<file path="src/rtl/ram_pair_writer.sv">
// Burst write controller for the dual-port RAM: packs a word stream into even/odd pairs
// and drives the RAM's split-phase contract (enable in cycle k, address/data in k+1).
module ram_pair_writer #(
   parameter int AW = 8,
   parameter int DW = 32
) (
   input  logic          clk,
   input  logic          rst_n,
   input  logic          cmd_go,
   input  logic [AW-1:0] cmd_base,
   input  logic [AW:0]   cmd_len,
   input  logic          s_valid,
   input  logic [DW-1:0] s_data,
   output logic          s_ready,
   output logic          busy,
   output logic          done,
   output logic          ram_start,
   output logic          ram_en1,
   output logic          ram_en2,
   output logic [AW-1:0] ram_addr1,
   output logic [AW-1:0] ram_addr2,
   output logic [DW-1:0] ram_din1,
   output logic [DW-1:0] ram_din2
);

   typedef enum logic [2:0] {
      S_IDLE,
      S_CLEAR,
      S_FILL,
      S_DRAIN,
      S_DONE
   } state_t;

   localparam logic [AW:0]   CNT_ONE = {{AW{1'b0}}, 1'b1};
   localparam logic [AW-1:0] PTR_ONE = {{(AW-1){1'b0}}, 1'b1};
   localparam logic [AW-1:0] PTR_TWO = {{(AW-2){1'b0}}, 2'd2};

   state_t          r_state;
   state_t          w_state_nxt;

   logic [AW:0]     r_len;
   logic [AW:0]     r_cnt;
   logic [AW-1:0]   r_ptr;

   logic [DW-1:0]   r_hold_data_p0;
   logic            r_hold_v_p0;

   logic            r_en1_p1;
   logic            r_en2_p1;
   logic [AW-1:0]   r_pend_addr1_p1;
   logic [AW-1:0]   r_pend_addr2_p1;
   logic [DW-1:0]   r_pend_din1_p1;
   logic [DW-1:0]   r_pend_din2_p1;

   logic [AW-1:0]   r_addr1_p2;
   logic [AW-1:0]   r_addr2_p2;
   logic [DW-1:0]   r_din1_p2;
   logic [DW-1:0]   r_din2_p2;

   logic            r_busy;
   logic            r_done;
   logic            r_start;

   logic            w_ready;
   logic            w_accept;
   logic            w_last;
   logic            w_issue_pair;
   logic            w_issue_single;
   logic            w_hold_load;
   logic            w_busy_nxt;
   logic            w_done_nxt;
   logic            w_start_nxt;
   logic [AW:0]     w_cnt_inc;
   logic [AW-1:0]   w_ptr_odd;

   // Accept/issue decode: the word that completes a pair or the burst goes straight to the RAM
   assign w_cnt_inc      = r_cnt + CNT_ONE;
   assign w_ptr_odd      = r_ptr + PTR_ONE;
   assign w_ready        = (r_state == S_FILL) && (r_cnt < r_len);
   assign w_accept       = w_ready && s_valid;
   assign w_last         = (w_cnt_inc == r_len);
   assign w_issue_pair   = w_accept && r_hold_v_p0;
   assign w_issue_single = w_accept && !r_hold_v_p0 && w_last;
   assign w_hold_load    = w_accept && !r_hold_v_p0 && !w_last;

   always_ff @(posedge clk or negedge rst_n) begin
      if (!rst_n) begin
         r_state <= S_IDLE;
      end else begin
         r_state <= w_state_nxt;
      end
   end

   always_comb begin
      w_state_nxt = r_state;
      w_busy_nxt  = 1'b0;
      w_done_nxt  = 1'b0;
      w_start_nxt = 1'b0;
      unique case (r_state)
         S_IDLE: begin
            if (cmd_go) begin
               w_state_nxt = (cmd_len != '0) ? S_CLEAR : S_DONE;
            end
         end
         S_CLEAR: begin
            w_state_nxt = S_FILL;
         end
         S_FILL: begin
            if (w_accept && w_last) begin
               w_state_nxt = S_DRAIN;
            end
         end
         // The final enable is visible in the first DRAIN cycle; leave once its data phase is up
         S_DRAIN: begin
            if (!r_en1_p1) begin
               w_state_nxt = S_DONE;
            end
         end
         S_DONE: begin
            w_state_nxt = S_IDLE;
         end
         default: begin
            w_state_nxt = S_IDLE;
         end
      endcase
      w_busy_nxt  = (w_state_nxt == S_CLEAR) || (w_state_nxt == S_FILL) ||
                    (w_state_nxt == S_DRAIN);
      w_done_nxt  = (w_state_nxt == S_DONE);
      w_start_nxt = (w_state_nxt == S_CLEAR);
   end

   // Command latch, accept counter and pair pointer
   always_ff @(posedge clk or negedge rst_n) begin
      if (!rst_n) begin
         r_len   <= '0;
         r_cnt   <= '0;
         r_ptr   <= '0;
         r_busy  <= 1'b0;
         r_done  <= 1'b0;
         r_start <= 1'b0;
      end else begin
         r_busy  <= w_busy_nxt;
         r_done  <= w_done_nxt;
         r_start <= w_start_nxt;
         if ((r_state == S_IDLE) && cmd_go) begin
            r_len <= cmd_len;
            r_cnt <= '0;
            r_ptr <= cmd_base;
         end else begin
            if (w_accept) begin
               r_cnt <= w_cnt_inc;
            end
            if (w_issue_pair) begin
               r_ptr <= r_ptr + PTR_TWO;
            end
         end
      end
   end

   // p0: even-offset word waits here for its odd partner
   always_ff @(posedge clk or negedge rst_n) begin
      if (!rst_n) begin
         r_hold_data_p0 <= '0;
         r_hold_v_p0    <= 1'b0;
      end else if ((r_state == S_IDLE) && cmd_go) begin
         r_hold_v_p0 <= 1'b0;
      end else if (w_hold_load) begin
         r_hold_data_p0 <= s_data;
         r_hold_v_p0    <= 1'b1;
      end else if (w_issue_pair) begin
         r_hold_v_p0 <= 1'b0;
      end
   end

   // p1: enable phase; address/data staged for the following cycle
   always_ff @(posedge clk or negedge rst_n) begin
      if (!rst_n) begin
         r_en1_p1        <= 1'b0;
         r_en2_p1        <= 1'b0;
         r_pend_addr1_p1 <= '0;
         r_pend_addr2_p1 <= '0;
         r_pend_din1_p1  <= '0;
         r_pend_din2_p1  <= '0;
      end else begin
         r_en1_p1 <= w_issue_pair || w_issue_single;
         r_en2_p1 <= w_issue_pair;
         if (w_issue_pair) begin
            r_pend_addr1_p1 <= r_ptr;
            r_pend_din1_p1  <= r_hold_data_p0;
            r_pend_addr2_p1 <= w_ptr_odd;
            r_pend_din2_p1  <= s_data;
         end else if (w_issue_single) begin
            r_pend_addr1_p1 <= r_ptr;
            r_pend_din1_p1  <= s_data;
         end
      end
   end

   // p2: data phase; values persist until the next write on that port
   always_ff @(posedge clk or negedge rst_n) begin
      if (!rst_n) begin
         r_addr1_p2 <= '0;
         r_addr2_p2 <= '0;
         r_din1_p2  <= '0;
         r_din2_p2  <= '0;
      end else begin
         if (r_en1_p1) begin
            r_addr1_p2 <= r_pend_addr1_p1;
            r_din1_p2  <= r_pend_din1_p1;
         end
         if (r_en2_p1) begin
            r_addr2_p2 <= r_pend_addr2_p1;
            r_din2_p2  <= r_pend_din2_p1;
         end
      end
   end

   assign s_ready   = w_ready;
   assign busy      = r_busy;
   assign done      = r_done;
   assign ram_start = r_start;
   assign ram_en1   = r_en1_p1;
   assign ram_en2   = r_en2_p1;
   assign ram_addr1 = r_addr1_p2;
   assign ram_addr2 = r_addr2_p2;
   assign ram_din1  = r_din1_p2;
   assign ram_din2  = r_din2_p2;

endmodule

</file>
<file path="config.mk">
export PLATFORM = sky130hd
export DESIGN_NAME = ram_pair_writer
export DESIGN_NICKNAME = d
export VERILOG_FILES = /design/src/rtl/ram_pair_writer.sv
export SDC_FILE = /design/constraint.sdc
export NUM_CORES = 1
export LEC_CHECK = 0
export ABC_AREA = 1
export BUFFER_PORTS_ARGS = -buffer_cell sky130_fd_sc_hd__buf_2
export CAP_MARGIN = 10
export CELL_PAD_IN_SITES_DETAIL_PLACEMENT = 2
export CELL_PAD_IN_SITES_GLOBAL_PLACEMENT = 2
export CORE_AREA = 2 2 186 142
export CTS_CLUSTER_SIZE = 16
export DETAILED_ROUTE_END_ITERATION = 10
export DIE_AREA = 0 0 188 144
export GPL_TIMING_DRIVEN = 0
export PLACE_DENSITY = 0.88
export SYNTH_ARGS = -nofsm -noshare
export SYNTH_HDL_FRONTEND = slang
export SYNTH_SLANG_ARGS = --single-unit
</file>
<file path="constraint.sdc">
create_clock -name clk -period 4.7 [get_ports clk]
set_input_delay 0.47 -clock clk [delete_from_list [all_inputs] [get_ports clk]]
set_output_delay 0.47 -clock clk [all_outputs]
set_load 0.05 [all_outputs]
</file>
# Word-level counts from Yosys, hierarchy flattened
# Index checks and enable logic that the tools add are counted.
[totals]
romBits = 0
latch_bits = 0
reg_bits = 227
mem_bits_rw = 0
elab_cells = 68
mem_count = 0
[op_classes]
div = 0
reduce_logical = 20
shifts = 0
add_sub_neg = 3
mux = 16
multipliers = 0
bitwise_logic = 1
eq_ne = 8
order_cmp = 1
[ops]
columns = ["op", "n"]
rows = [
  ["$mux W32", 2],
  ["$mux W8", 4],
  ["$mux W9", 2],
  ["$eq A3 B2 Y1 const B", 4],
  ["$mux W3", 4],
  ["$pmux W3 S4", 1],
  ["$add A9 B1 Y9 const B", 1],
  ["$eq A9 B9 Y1", 1],
  ["$lt A9 B9 Y1", 1],
  ["$reduce_bool A9 Y1", 1],
  ["$add A8 B1 Y8 const B", 1],
  ["$add A8 B2 Y8 const B", 1],
  ["$logic_and A1 B1 Y1", 8],
  ["$eq A3 B1 Y1 const B", 2],
  ["$reduce_bool A2 Y1", 3],
  ["$eq A3 B3 Y1 const B", 1],
  ["$logic_not A3 Y1", 1],
  ["$logic_or A1 B1 Y1", 3],
  ["$mux W1", 3],
  ["$reduce_bool A3 Y1", 1],
  ["$logic_not A1 Y1", 2],
  ["$reduce_and A2 Y1", 1],
  ["$not A1 Y1", 1],
]

# Depth between registers and ports, before layout
[depth]
word_depth = 9
mapped_depth = 16
ltp_nobuf = 15

# Worst setup path before layout
# OpenSTA, ideal clock, no wires.
[synth_timing]
path_type = "register to register"
startpoint = "register r_len[8]"
endpoint = "register r_hold_data_p0[28]"
period_less_slack_ns = 2.445
t_arrival_ns = 2.319
required_ns = 4.574
setup_ns = 0.126
setup_slack_ns = 2.255
stages_incl_launch_ff = 13
cell_sequence = "dfrtp_1 inv_1 ha_1 a21o_1 nor2_1 nand3_1 nor2_2 nand2_2 nor2_4 nand2_4 buf_4 nand2_1 o21ai_0"
[synth_between]
elab_chain_len = 6
elab_cells_between_ends = 8
classes_between = "order compare (1); eq/ne (1); reduce/logical (6)"
[synth_lines]
columns = ["item", "line_no", "rtl"]
rows = [
  ["start: declaration", "41", "logic [AW:0] r_len;"],
  ["start signal: assignment", "146", "r_len <= cmd_len;"],
  ["$lt A9 B9 Y1", "79", "assign w_ready = (r_state == S_FILL) && (r_cnt < r_len);"],
  ["$logic_and A1 B1 Y1", "79", ""],
  ["named net s_ready", "14", "output logic s_ready,"],
  ["$logic_and A1 B1 Y1", "80", "assign w_accept = w_ready && s_valid;"],
  ["$logic_and A1 B1 Y1 (2 in a row)", "84", "assign w_hold_load = w_accept && !r_hold_v_p0 && !w_last;"],
  ["$reduce_and A2 Y1 (no line)", "-", ""],
  ["end signal: assignment", "168", "r_hold_data_p0 <= s_data;"],
  ["end: declaration", "45", "logic [DW-1:0] r_hold_data_p0;"],
]
# The timed path passes the listed nets, and every way through them passes these cells.
# A chain may end at the register's enable or synchronous reset.

# Worst setup path in the final report
[layout_timing]
startpoint = "register r_cnt[4]"
endpoint = "register r_pend_addr1_p1[6]"
[layout_between]
elab_chain_len = 6
elab_cells_between_ends = 10
classes_between = "add/sub (1); order compare (1); eq/ne (1); mux (1); reduce/logical (6)"
[layout_lines]
columns = ["item", "line_no", "rtl"]
rows = [
  ["start: declaration", "42", "logic [AW:0] r_cnt;"],
  ["start signal: assignment", "151", "r_cnt <= w_cnt_inc;"],
  ["branches (longest 6 deep; another with $add A9 B1 Y9)", "-", ""],
  ["end signal: assignment", "188", "r_pend_addr1_p1 <= r_ptr;"],
  ["end signal: assignment", "193", "r_pend_addr1_p1 <= r_ptr;"],
  ["end: declaration", "50", "logic [AW-1:0] r_pend_addr1_p1;"],
]
# Several ways; the timed one is not identified.

==> results.json <==
{
  "status": "finished, violations left",
  "violations": "negative hold slack",
  "cts_htree_levels": 1,
  "routed_wl_um": 34000,
  "yosysMostFrequentCell": "nand2_1",
  "cts_inserted_buffers": 25,
  "async_flop_share": 1.00,
  "drt_iter0_markers": 465,
  "grt_overflow": 0,
  "clock_skew_ns": 0.0167,
  "viasPerCell": 5.20,
  "yosys-top-cells-count": "331 x nand2_1, 227 x dfrtp_1, 78 x mux2_2, 70 x inv_1, 67 x nand3_1",
  "drive_gt1_frac": 0.252,
  "synthFlopType": "dfrtp_1",
  "clk_latency_ns": 0.53,
  "finalMaxSlewViolations": 0,
  "timing.fmax_ghz": 0.354,
  "dr.pass1.iters": 4,
  "synth_area_leaders": "dfrtp_1 59%, nand2_1 13%, mux2_2 9.1%",
  "cap_violations": 0,
  "p_comb_frac": 0.416,
  "ir_worst_vdd_mv": 0.434,
  "setup_viol": 0,
  "num_rows": 51,
  "postSynthAreaPerCell_um2": 9.76,
  "synth_cell_type_count": 32,
  "antenna_found_initial": 0,
  "period_share": 0.600,
  "synth_fp_nets": 1058,
  "slew-limit-headroom": 0.416,
  "cts_setup_buffers": 0,
  "min_period_ns": 2.82,
  "holdWs_ns": -0.0139,
  "clk_pin_slew_ns": 0.06,
  "p_sw_frac": 0.455,
  "grt_pass1_wl_um": 53100,
  "critPathArrivalTime_ns": 3.23,
  "p_clk_frac": 0.209,
  "io_pins": 139,
  "die_w_um": 188,
  "synth-edff-count": 0,
  "critPathKind": "register to register",
  "worstMarginPinSlew_ns": 0.876,
  "cts_tree": "yes",
  "cts_hold_buf": 0,
  "grt_pass1_vias": 9136,
  "netlist_area_mm2": 0.00969,
  "grt_usage": 0.254,
  "synthToLayoutAreaGrowth_pct": 20.0,
  "die_height_um": 144,
  "synth_largest_area_cell": "dfrtp_1",
  "numPortBuffers": 138,
  "root_buffer": "clkbuf_16",
  "leakagePower_nw": 6.09,
  "cts.repair.resized": 0,
  "power.density_mw_per_mm2": 788,
  "final_nets": 1224,
  "critPathCaptureType": "register",
  "synth_seq_area_share": 0.586,
  "core_area_mm2": 0.0255,
  "netSwitchingPower_mw": 4.16,
  "syn_inst": 993,
  "dp_hpwl_um": 23000,
  "place.gp.congestion": 0.774,
  "synth_top_area_share": 0.586,
  "drc_errors": 0,
  "synth_seq_cells": 227,
  "crit_fanout": 10,
  "cts.sinks": 227,
  "finalSetupTns_ns": 0,
  "start_util": 0.381,
  "yosysWarnings": 0,
  "design_area_mm2": 0.0116,
  "die-area_mm2": 0.0271,
  "seqPwrFrac": 0.375,
  "grt_max_degree": 122,
  "placed_area_mm2": 0.0109,
  "vias": 7904,
  "rsz0062_at_grt": "false",
  "avgRoutedWirePerCell_um": 22.3,
  "power.internal_mw": 5.00,
  "startpoint_type": "register",
  "detail-route-antenna-nets": 0,
  "min_path_type": "input pin to asynchronous set/reset pin",
  "final_hold_viol_count": 3,
  "cp.required_ns": 5.11,
  "clockBufferDepth": 3
}
## through the flow
step | util | total power, mW | worst slack [ns] | hold slack, ns | std cells
floorplan | - | 5.90 | 2.25 | 0.174 | 993
global placement | 0.425 | 6.85 | -0.950 | 0.457 | 1475
detailed placement | 0.426 | 7.17 | 1.99 | 0.480 | 1476
CTS | 0.457 | 9.23 | 1.87 | 0.0527 | 1519
global route | 0.457 | 9.66 | 1.69 | 0.0711 | 1519
finish | 0.457 | 9.16 | 1.88 | -0.0139 | 1520
## placed cells by master (no fill, tap or decap), drive strengths merged
cell / instances
nor2: 21
bufinv: 1
o211ai: 1
o22ai: 5
diode: 1
nand3: 68
nor4: 1
nor3: 8
nand3b: 1
nand4: 3
xnor2: 3
clkinv: 5
ha: 12
xor2: 7
buf: 173
nand2: 336
a31oi: 1
a21oi: 5
dfrtp: 227
o31ai: 1
inv: 71
a21o: 1
o21ai: 94
clkbuf: 52
mux2: 78
## kinds of logic (layout without fill, tap and decap cells)
| logic type | after synthesis | count (layout) | synth area share |
|---|---|---|---|
| AND/OR/NAND/NOR | 438 | 438 | 0.187 |
| flip-flops | 227 | 227 | 0.586 |
| buffers and inverters | 120 | 302 | 0.0547 |
| AO/OA/AOI/OAI | 108 | 108 | 0.0573 |
| multiplexers | 78 | 78 | 0.0906 |
| adder cells (fa/ha/maj) | 12 | 12 | 0.0155 |
| XOR/XNOR | 10 | 10 | 0.00904 |
| other | 0 | 1 | 0 |
## power by group through the flow
stage	registers, mW	clock network (mW)	logic [mW]
5_1_grt	3.53	2.02	4.11
6_report	3.44	1.92	3.81
3_3_place_gp	3.34	0	3.51
4_1_cts	3.43	1.95	3.85
2_1_floorplan	4.33	0	1.57
3_5_place_dp	3.43	0	3.74
## flip-flops by register name (all words and copies together), names as in the netlist, 9 cells and up
name            flops
r_cnt               9
r_hold_data_p0     32
r_len               9
r_pend_din1_p1     32
r_pend_din2_p1     32
ram_din1           32
ram_din2           32
## layer usage
layer,global-route usage,vias to the layer above,wire length (µm)
li1,-,3532,-
met1,0.333,4128,14700
met2,0.450,180,17100
met3,0.0289,64,1150
met4,0.0721,0,946
met5,0,-,0
## path summary, 6_finish.rpt
check / startpoint / end / slack [ns] / cells past startpoint
min reg2reg: r_hold_data_p0[9]$_DFFE_PN0P_ / r_hold_data_p0[9]$_DFFE_PN0P_ / 0.49 / 2
max: r_cnt[4]$_DFFE_PN0P_ / r_pend_addr1_p1[6]$_DFFE_PN0P_ / 1.88 / 13
max in group asynchronous: rst_n / r_pend_addr2_p1[6]$_DFFE_PN0P_ / 3.54 / 2
max reg2reg: r_cnt[4]$_DFFE_PN0P_ / r_pend_addr1_p1[6]$_DFFE_PN0P_ / 1.88 / 13
min: rst_n / ram_din1[5]$_DFFE_PN0P_ / -0.01 / 1
min in group clk: cmd_base[0] / r_ptr[0]$_DFFE_PN0P_ / 0.16 / 3
## layout make-up
type	count	area (µm²)
inverter	70	263
timing repair buffer	139	728
tap	344	430
fill	2706	13800
multi-input combinational	646	3480
sequential	227	5680
buffer	50	268
clock buffer	36	707
clock inverter	7	67.6
antenna	1	2.50
## critical path: stages (launching register included)
cell and delay, ns:
dfrtp_1 0.44, ha_1 0.33, nand2_1 0.13, inv_1 0.07, nand2_1 0.09, nand2_1 0.07, nand2_1 0.07, nand3_1 0.14
nor3_4 0.34, nand2_2 0.19, buf_4 0.25, buf_1 0.29, nand3_1 0.21, nand2_1 0.10
Note: power is estimated with default switching activity, not from simulation.
